`src/rtl/uart_pkg.sv`:
```
// Shared types and helpers for the UART byte receiver.
// Contents:
//   rx_state_t  - receiver FSM state encoding
//   bit_cycles  - clock cycles per serial bit for a given clock (MHz) and baud rate
package uart_pkg;

  typedef enum logic [2:0] {
    StIdle,
    StStart,
    StData,
    StStop,
    StWaitHigh
  } rx_state_t;

  function automatic int unsigned bit_cycles(input int unsigned clk_mhz,
                                             input int unsigned baud);
    return (clk_mhz * 1_000_000) / baud;
  endfunction

endpackage

```
`src/rtl/sync_2ff.sv`:
```
// Two-stage synchronizer for a single asynchronous input bit.
// Ports:
//   clk    in  system clock
//   rst_n  in  asynchronous active-low reset; both stages load ResetVal
//   d      in  asynchronous input
//   q      out synchronized output (two-cycle latency)
module sync_2ff #(
  parameter logic ResetVal = 1'b0
) (
  input  logic clk,
  input  logic rst_n,
  input  logic d,
  output logic q
);

  logic meta_q;
  logic sync_q;

  always_ff @(posedge clk or negedge rst_n) begin
    if (!rst_n) begin
      meta_q <= ResetVal;
      sync_q <= ResetVal;
    end else begin
      meta_q <= d;
      sync_q <= meta_q;
    end
  end

  assign q = sync_q;

endmodule

```
`src/rtl/uart_rx_byte_receiver.sv`:
```
// 8N1 UART receiver delivering bytes over a valid/ready handshake.
// Ports:
//   clk        in   system clock, rising edge
//   rst_n      in   asynchronous active-low reset
//   rx         in   raw serial line, idle high, asynchronous to clk
//   data       out  received byte, stable while valid is high
//   valid      out  byte available, held until accepted
//   ready      in   consumer accepts on a clk edge with valid & ready
//   overrun    out  sticky: a byte was dropped because the previous one was not accepted
//   frame_err  out  one-cycle pulse when the stop bit is sampled low
module uart_rx_byte_receiver
  import uart_pkg::*;
#(
  parameter int unsigned ClkMhz   = 50,
  parameter int unsigned BaudRate = 115200
) (
  input  logic       clk,
  input  logic       rst_n,
  input  logic       rx,
  output logic [7:0] data,
  output logic       valid,
  input  logic       ready,
  output logic       overrun,
  output logic       frame_err
);

  localparam int unsigned BitCycles  = bit_cycles(ClkMhz, BaudRate);
  localparam int unsigned HalfCycles = BitCycles / 2;
  localparam int unsigned CntW       = (BitCycles > 1) ? $clog2(BitCycles) : 1;
  localparam logic [CntW-1:0] BitLast  = CntW'(BitCycles - 1);
  localparam logic [CntW-1:0] HalfLast = CntW'(HalfCycles - 1);

  logic rx_s;

  // Line idles high, so the synchronizer resets to 1 to avoid a false start bit.
  sync_2ff #(
    .ResetVal(1'b1)
  ) u_sync (
    .clk  (clk),
    .rst_n(rst_n),
    .d    (rx),
    .q    (rx_s)
  );

  rx_state_t       state_q, state_d;
  logic [CntW-1:0] cnt_q, cnt_d;
  logic [2:0]      bit_idx_q, bit_idx_d;
  logic [7:0]      shift_q, shift_d;
  logic            byte_done;
  logic            fe_set;

  always_comb begin
    state_d   = state_q;
    cnt_d     = cnt_q;
    bit_idx_d = bit_idx_q;
    shift_d   = shift_q;
    byte_done = 1'b0;
    fe_set    = 1'b0;
    unique case (state_q)
      StIdle: begin
        if (!rx_s) begin
          state_d = StStart;
          cnt_d   = '0;
        end
      end
      StStart: begin
        // Re-check the start bit at its centre; a high level here was only a glitch.
        if (cnt_q == HalfLast) begin
          cnt_d = '0;
          if (!rx_s) begin
            state_d   = StData;
            bit_idx_d = 3'd0;
          end else begin
            state_d = StIdle;
          end
        end else begin
          cnt_d = cnt_q + CntW'(1);
        end
      end
      StData: begin
        if (cnt_q == BitLast) begin
          cnt_d     = '0;
          shift_d   = {rx_s, shift_q[7:1]};  // LSB arrives first
          bit_idx_d = bit_idx_q + 3'd1;
          if (bit_idx_q == 3'd7) begin
            state_d = StStop;
          end
        end else begin
          cnt_d = cnt_q + CntW'(1);
        end
      end
      StStop: begin
        if (cnt_q == BitLast) begin
          cnt_d = '0;
          if (rx_s) begin
            byte_done = 1'b1;
            state_d   = StIdle;
          end else begin
            fe_set  = 1'b1;
            state_d = StWaitHigh;
          end
        end else begin
          cnt_d = cnt_q + CntW'(1);
        end
      end
      StWaitHigh: begin
        // A held-low break must not restart reception until the line recovers.
        if (rx_s) begin
          state_d = StIdle;
        end
      end
      default: state_d = StIdle;
    endcase
  end

  always_ff @(posedge clk or negedge rst_n) begin
    if (!rst_n) begin
      state_q   <= StIdle;
      cnt_q     <= '0;
      bit_idx_q <= 3'd0;
      shift_q   <= 8'h00;
    end else begin
      state_q   <= state_d;
      cnt_q     <= cnt_d;
      bit_idx_q <= bit_idx_d;
      shift_q   <= shift_d;
    end
  end

  logic [7:0] data_q;
  logic       valid_q;
  logic       overrun_q;
  logic       frame_err_q;
  logic       accept;
  logic       drop;

  assign accept = valid_q & ready;
  assign drop   = byte_done & valid_q & ~ready;

  always_ff @(posedge clk or negedge rst_n) begin
    if (!rst_n) begin
      data_q      <= 8'h00;
      valid_q     <= 1'b0;
      overrun_q   <= 1'b0;
      frame_err_q <= 1'b0;
    end else begin
      frame_err_q <= fe_set;
      if (byte_done && !drop) begin
        data_q  <= shift_q;
        valid_q <= 1'b1;
      end else if (accept) begin
        valid_q <= 1'b0;
      end
      // Setting wins over the clear caused by an acceptance on the same edge.
      if (drop) begin
        overrun_q <= 1'b1;
      end else if (accept) begin
        overrun_q <= 1'b0;
      end
    end
  end

  assign data      = data_q;
  assign valid     = valid_q;
  assign overrun   = overrun_q;
  assign frame_err = frame_err_q;

endmodule

```
`config.mk`:
```
export PLATFORM = sky130hd
export DESIGN_NAME = uart_rx_byte_receiver
export DESIGN_NICKNAME = d
export VERILOG_FILES = /design/src/rtl/uart_pkg.sv /design/src/rtl/sync_2ff.sv /design/src/rtl/uart_rx_byte_receiver.sv
export SDC_FILE = /design/constraint.sdc
export NUM_CORES = 1
export LEC_CHECK = 0
export BUFFER_PORTS_ARGS = -buffer_cell sky130_fd_sc_hd__buf_2
export CAP_MARGIN = 20
export CORE_AREA = 2 2 60 62
export CTS_BUF_LIST = sky130_fd_sc_hd__clkbuf_4
export DETAILED_ROUTE_END_ITERATION = 7
export DIE_AREA = 0 0 62 64
export PLACE_DENSITY = 0.73
export SYNTH_ARGS = -nofsm -noshare
export SYNTH_HDL_FRONTEND = slang
export SYNTH_HIERARCHICAL = 1
export SYNTH_SLANG_ARGS = --single-unit
```
`constraint.sdc`:
```
create_clock -name clk -period 1.8 [get_ports clk]
set_input_delay 0.27 -clock clk [delete_from_list [all_inputs] [get_ports clk]]
set_output_delay 0.27 -clock clk [all_outputs]
set_load 0.02 [all_outputs]
```
==> impl_metrics.json, run 1 <==
{
  "instances_no_fill": 244,
  "fin_crit_sh_pct": 100,
  "ir_worst_vdd_mv": 0.561,
  "cts_buffers": 5,
  "critPathRequiredTime_ns": 2.07,
  "synth-edff-count": 0,
  "slew_headroom_pct": 70.5,
  "cap_viol_max_count": 0,
  "violations": "setup timing",
  "cts_tree": "built",
  "setup_viol": 1,
  "syn_to_final_growth_pct": 23.8,
  "core_area_um2": 3280,
  "die_h_um": 64,
  "viasPerCell": 5.59,
  "p_per_area_nw_per_um2": 648,
  "synth-seq-cells": 36,
  "ff_latch_area_um2": 903,
  "route.vias.total": 1363,
  "slew_viol_final": 0,
  "placed_area_um2": 2010,
  "finalHoldViolCount": 0,
  "synth_async_sr_flop_share_pct": 100,
  "die_w_um": 62,
  "grt_pass1_vias": 1343,
  "hold_path.class": "in2reg",
  "clk_pin_slew_ns": 0.11,
  "clock_latency_ns": 0.35,
  "synth.most_common_cell": "dfrtp_1",
  "start_util_pct": 53.4,
  "rows": 21,
  "ys_top_cells_by_count": "dfrtp_1 (34), mux2_2 (17), nand2_1 (17), o21ai_0 (11), nor2_1 (10)",
  "seq_area_frac_synth_pct": 51.5,
  "drt-initial-drc-count": 84,
  "yosysTopAreaCell": "dfrtp_1",
  "rsz0062_at_grt": "true",
  "placed_cells": 230,
  "cts_max_level": 2,
  "wl_per_cell_um": 15.0,
  "synth_nets": 166,
  "worst_path_max_delay_cell": "dfrtp_1",
  "crit_chain": "buf_4 > ha_1 > and4bb_2 > buf_4 > a21oi_4 > o221ai_1 > o221ai_2",
  "multiInputGateArea_um2": 837,
  "startpoint_type": "register",
  "synth_top_area_share_pct": 48.5,
  "final.setup.worst_slack_ns": -0.000653,
  "crit_path_frequent_cell": "buf_4",
  "cts.sinks": 36,
  "cp-end-kind": "register",
  "synth.distinct_cells": 37,
  "final.fill_count": 272,
  "grt-ovfl-total": 0,
  "drive_gt1_share_pct": 37.9,
  "hold_ws_ns": 0.117,
  "max_freq_mhz": 555,
  "grt_pass1_wl_um": 6090,
  "worst_pin_slew_ns": 0.443,
  "leakage_nw": 1.05,
  "antenna_found_initial": 0,
  "fin_nets": 206,
  "fin_worst_skew_ns": 0.00571,
  "design_area_um2": 2170,
  "wl_um": 3650,
  "crit_fanout": 9,
  "postSynthAreaPerCell_um2": 11.2,
  "gp_congestion": 0.856,
  "root_buffer": "clkbuf_4",
  "yosysWarnings": 6,
  "crit_buf_inv": 2,
  "hpwl_um": 2530,
  "slowest_delay_ns": 0.41,
  "crit_family": "compound AO/OA/AOI/OAI gates",
  "clock_path_buffers": 2,
  "io_pins": 15,
  "track_usage_pct": 21.1,
  "fin_crit_ns": 1.80,
  "antenna_left": 0,
  "synth_area_um2": 1750,
  "synth_area_leaders": "dfrtp_1 (49%), mux2_2 (11%), nand2_1 (3.6%)",
  "status": "finished with violations",
  "post-place-ws_ns": -0.0725,
  "die-area_um2": 3970,
  "path_class": "reg2reg",
  "drt_pass1_iterations": 4,
  "synth_ff_type": "dfrtp_1",
  "grt_max_degree": 37,
  "io_buffers": 14,
  "drc": 0,
  "antenna_cells": 0,
  "final_util_pct": 66.1,
  "cp.arrival_ns": 2.07,
  "syn_inst": 157
}
## placed cells by master (no fill, tap or decap), drive strengths merged, types with 2 or more instances in the layout
cell	count
a21o	2
a21oi	4
and4	2
and4b	2
and4bb	2
buf	35
clkbuf	5
dfrtp	34
dfstp	2
dlygate4sd3	2
ha	5
inv	6
mux2	18
nand2	18
nand2b	3
nand3	5
nand4	2
nor2	11
nor2b	4
nor3	3
nor4	3
o211ai	4
o21ai	11
o221ai	2
o22ai	3
## where the power goes
group / internal (mW) / leakage (nW) / switching (mW)
registers: 0.813 / 0.481 / 0.00354
logic: 0.00743 / 0.528 / 0.0180
clock network: 0.289 / 0.0412 / 0.276
## metal layers
metal | up-vias | global-route usage (%) | routed length (um) | share of wire (%)
li1 | 647 | - | - | -
met1 | 670 | 27.6 | 1600 | 44
met2 | 37 | 32.2 | 1830 | 50
met3 | 9 | 6.48 | 169 | 4.6
met4 | 0 | 7.98 | 59 | 1.6
met5 | - | 0 | 0 | 0
## cell type report
type | instances | area share (%)
Clock buffer | 5 | 1.73
Clock inverter | 3 | 1.96
Sequential cell | 36 | 41.6
Inverter | 6 | 1.04
Timing Repair Buffer | 37 | 12.4
Multi-Input combinational cell | 111 | 38.6
Tap cell | 46 | 2.65
## worst paths after layout
kind                                          from                       to  slack, ns  depth (start not counted)
hold reg to reg            u_sync/meta_q$_DFF_PN1_       u_sync/q$_DFF_PN1_       0.36                          0
hold / removal                               ready      overrun$_DFFE_PN0P_       0.12                          2
max in group asynchronous                    rst_n  u_sync/meta_q$_DFF_PN1_       0.98                          3
setup reg to reg              cnt_q[0]$_DFFE_PN0P_     cnt_q[5]$_DFFE_PN0P_    -0.0007                          7
setup / recovery              cnt_q[0]$_DFFE_PN0P_     cnt_q[5]$_DFFE_PN0P_    -0.0007                          7
min in group asynchronous                    rst_n      overrun$_DFFE_PN0P_       0.47                          3
## sequential cells by signal, indices dropped and copies added (netlist names)
signal / cells
cnt_q: 9
u_sync/meta_q: 1
bit_idx_q: 3
data: 8
state_q: 3
shift_q: 8
frame_err: 1
u_sync/q: 1
valid: 1
overrun: 1
## cells by family after synthesis
group	Yosys count	share of synthesized area (%)
multiplexers	18	11.6
adder cells (fa/ha/maj)	5	3.57
XOR/XNOR	1	0.500
AO/OA/AOI/OAI	30	11.9
buffers and inverters	10	2.85
flip-flops	36	51.5
AND/OR/NAND/NOR	57	18.1
## through the flow
stage,setup TNS [ns],total power [mW]
final,-0.000653,1.41
after global routing,-1.03,1.46
after CTS,0,1.42
after detailed placement,-0.298,0.855
after global placement,0,0.853
after floorplan,0,0.832
## timing repair
item                                    4_1_cts  5_1_grt
hold buffers                                  1        1
gates cloned                                  1        0
gates resized for setup                       2        8
endpoints found under the setup margin       14       26
buffers inserted                              1        2
pin swaps                                     2        6
endpoints found under the hold margin        34        1
No activity file was read; power rests on OpenSTA's default activity.
==> inputs of run 2 (changes only) <==
- TNS_END_PERCENT: not set -> 30
==> run 2 against run 1 <==
The run still ends with setup timing left; non-clock buffer count unchanged; sequential share of layout area unchanged; hold slack unchanged; first-iteration DRC count unchanged; design area unchanged; critical endpoint unchanged.
==> impl_metrics.json, run 2 (synthesized netlist as in run 1, its figures left out) <==
{
  "status": "finished with violations",
  "violations": "setup timing",
  "fin_crit_ns": 1.80,
  "power_frac_comb_pct": 1.8,
  "startpoint_type": "register",
  "root_buffer": "clkbuf_4",
  "crit_fanout": 9,
  "rows": 21,
  "p_per_area_nw_per_um2": 648,
  "die_h_um": 64,
  "final.fill_count": 272,
  "slew_headroom_pct": 70.5,
  "cts_tree": "built",
  "cap_viol_max_count": 0,
  "clock_latency_ns": 0.35,
  "fin_nets": 206,
  "clk_pin_slew_ns": 0.11,
  "crit_chain": "buf_4 > ha_1 > and4bb_2 > buf_4 > a21oi_4 > o221ai_1 > o221ai_2",
  "antenna_cells": 0,
  "die_w_um": 62,
  "crit_family": "compound AO/OA/AOI/OAI gates",
  "placed_cells": 230,
  "final.setup.worst_slack_ns": -0.000653,
  "hold_path.class": "in2reg",
  "max_freq_mhz": 555,
  "layout_commonest_cell": "dfrtp_1",
  "crit_path_frequent_cell": "buf_4",
  "ir_worst_vdd_mv": 0.561,
  "start_util_pct": 53.4,
  "final_util_pct": 66.1,
  "instances_no_fill": 244,
  "grt_max_degree": 37,
  "slowest_delay_ns": 0.41,
  "final_cell_mix": "dfrtp_1 (34), buf_4 (18), nand2_1 (17), mux2_2 (17), buf_2 (15)",
  "viasPerCell": 5.59,
  "path_class": "reg2reg",
  "p_int_mw": 1.11,
  "wl_um": 3650,
  "cts_max_level": 2,
  "cts.sinks": 36,
  "post-place-ws_ns": -0.0725,
  "power.share.sequential_pct": 58.0,
  "drc": 0,
  "worst_pin_slew_ns": 0.443,
  "worst_path_max_delay_cell": "dfrtp_1",
  "switchingPower_mw": 0.298,
  "cp.arrival_ns": 2.07,
  "grt_pass1_wl_um": 6090,
  "cp-end-kind": "register",
  "fin_crit_sh_pct": 100,
  "hold_ws_ns": 0.117,
  "cts_buffers": 5,
  "fin_worst_skew_ns": 0.00571,
  "grt_pass1_vias": 1343,
  "route.vias.total": 1363,
  "antenna_found_initial": 0,
  "finalHoldViolCount": 0,
  "drt_pass1_iterations": 4,
  "swShare_pct": 21.1,
  "pwr-share-clk_pct": 40.2,
  "leakage_nw": 1.05,
  "slew_viol_final": 0,
  "gp_congestion": 0.856,
  "io_buffers": 14,
  "track_usage_pct": 21.1,
  "top_register": "cnt_q",
  "antenna_left": 0,
  "setup_viol": 1,
  "critPathRequiredTime_ns": 2.07,
  "drt-initial-drc-count": 84,
  "rsz0062_at_grt": "true",
  "hpwl_um": 2530,
  "io_pins": 15,
  "clock_path_buffers": 2,
  "grt-ovfl-total": 0,
  "wl_per_cell_um": 15.0,
  "core_area_um2": 3280,
  "die-area_um2": 3970,
  "drive_gt1_share_pct": 37.9,
  "crit_buf_inv": 2,
  "largest_register_ffs": 9,
  "syn_to_final_growth_pct": 23.8
}
## run 2: cell counts in the layout (fill, tap and decap cells not counted)
No cell type changed its count.
## run 2: power by group through the flow
stage | Combinational, mW | Clock, mW | Sequential (mW)
floorplan | 0.00168 | 0 | 0.830
global placement | 0.0224 | 0 | 0.831
detailed placement | 0.0238 | 0 | 0.831
CTS | 0.0256 | 0.582 | 0.816
global route | 0.0299 | 0.614 | 0.816
finish | 0.0254 | 0.565 | 0.816
## run 2: layer usage
metal  vias up  GRT usage, %  part of all wire, %  wire length, um
met5         -             0                    0                0
met4         0          7.98                  1.6               59
met3         9          6.48                  4.6              169
met2        37          32.2                   50             1830
met1       670          27.6                   44             1600
li1        647             -                    -                -
## run 2: cell type report
cell class	count	area, um^2	area share (%)
timing repair buffer	37	270	12.4
multi-input combinational	111	837	38.6
inverter	6	22.5	1.04
tap	46	57.6	2.65
clock inverter	3	42.5	1.96
sequential	36	903	41.6
clock buffer	5	37.5	1.73
## run 2: through the flow
step | power (mW) | setup TNS (ns) | cell area, um^2
after floorplan | 0.832 | 0 | 1750
final | 1.41 | -0.000653 | 2170
after global routing | 1.46 | -1.03 | 2170
after CTS | 1.42 | 0 | 2110
after detailed placement | 0.855 | -0.298 | 2010
after global placement | 0.853 | 0 | 2010
## run 2: what timing repair did
action / 4_1_cts / 5_1_grt
gates resized for setup: 2 / 8
gates cloned: 1 / 0
setup buffers: 1 / 2
hold endpoints to repair: 34 / 1
setup endpoints to repair: 14 / 26
pin swaps: 2 / 6
hold buffers: 1 / 1
## run 2: worst paths after layout
| kind | start | end | slack, ns | cells past startpoint |
|---|---|---|---|---|
| setup / recovery | cnt_q[0]$_DFFE_PN0P_ | cnt_q[5]$_DFFE_PN0P_ | -0.0007 | 7 |
| hold / removal | ready | overrun$_DFFE_PN0P_ | 0.12 | 2 |
| setup reg to reg | cnt_q[0]$_DFFE_PN0P_ | cnt_q[5]$_DFFE_PN0P_ | -0.0007 | 7 |
| hold reg to reg | u_sync/meta_q$_DFF_PN1_ | u_sync/q$_DFF_PN1_ | 0.36 | 0 |
| max in group asynchronous | rst_n | u_sync/meta_q$_DFF_PN1_ | 0.98 | 3 |
| min in group asynchronous | rst_n | overrun$_DFFE_PN0P_ | 0.47 | 3 |
## run 2: worst register-to-register path: cells and delay by family, from the launching register on
family	cells	cell delay, ns
flops	1	0.41
fa+ha+maj	1	0.18
simple gates	1	0.27
buf+inv	2	0.30
compound gates	3	0.57
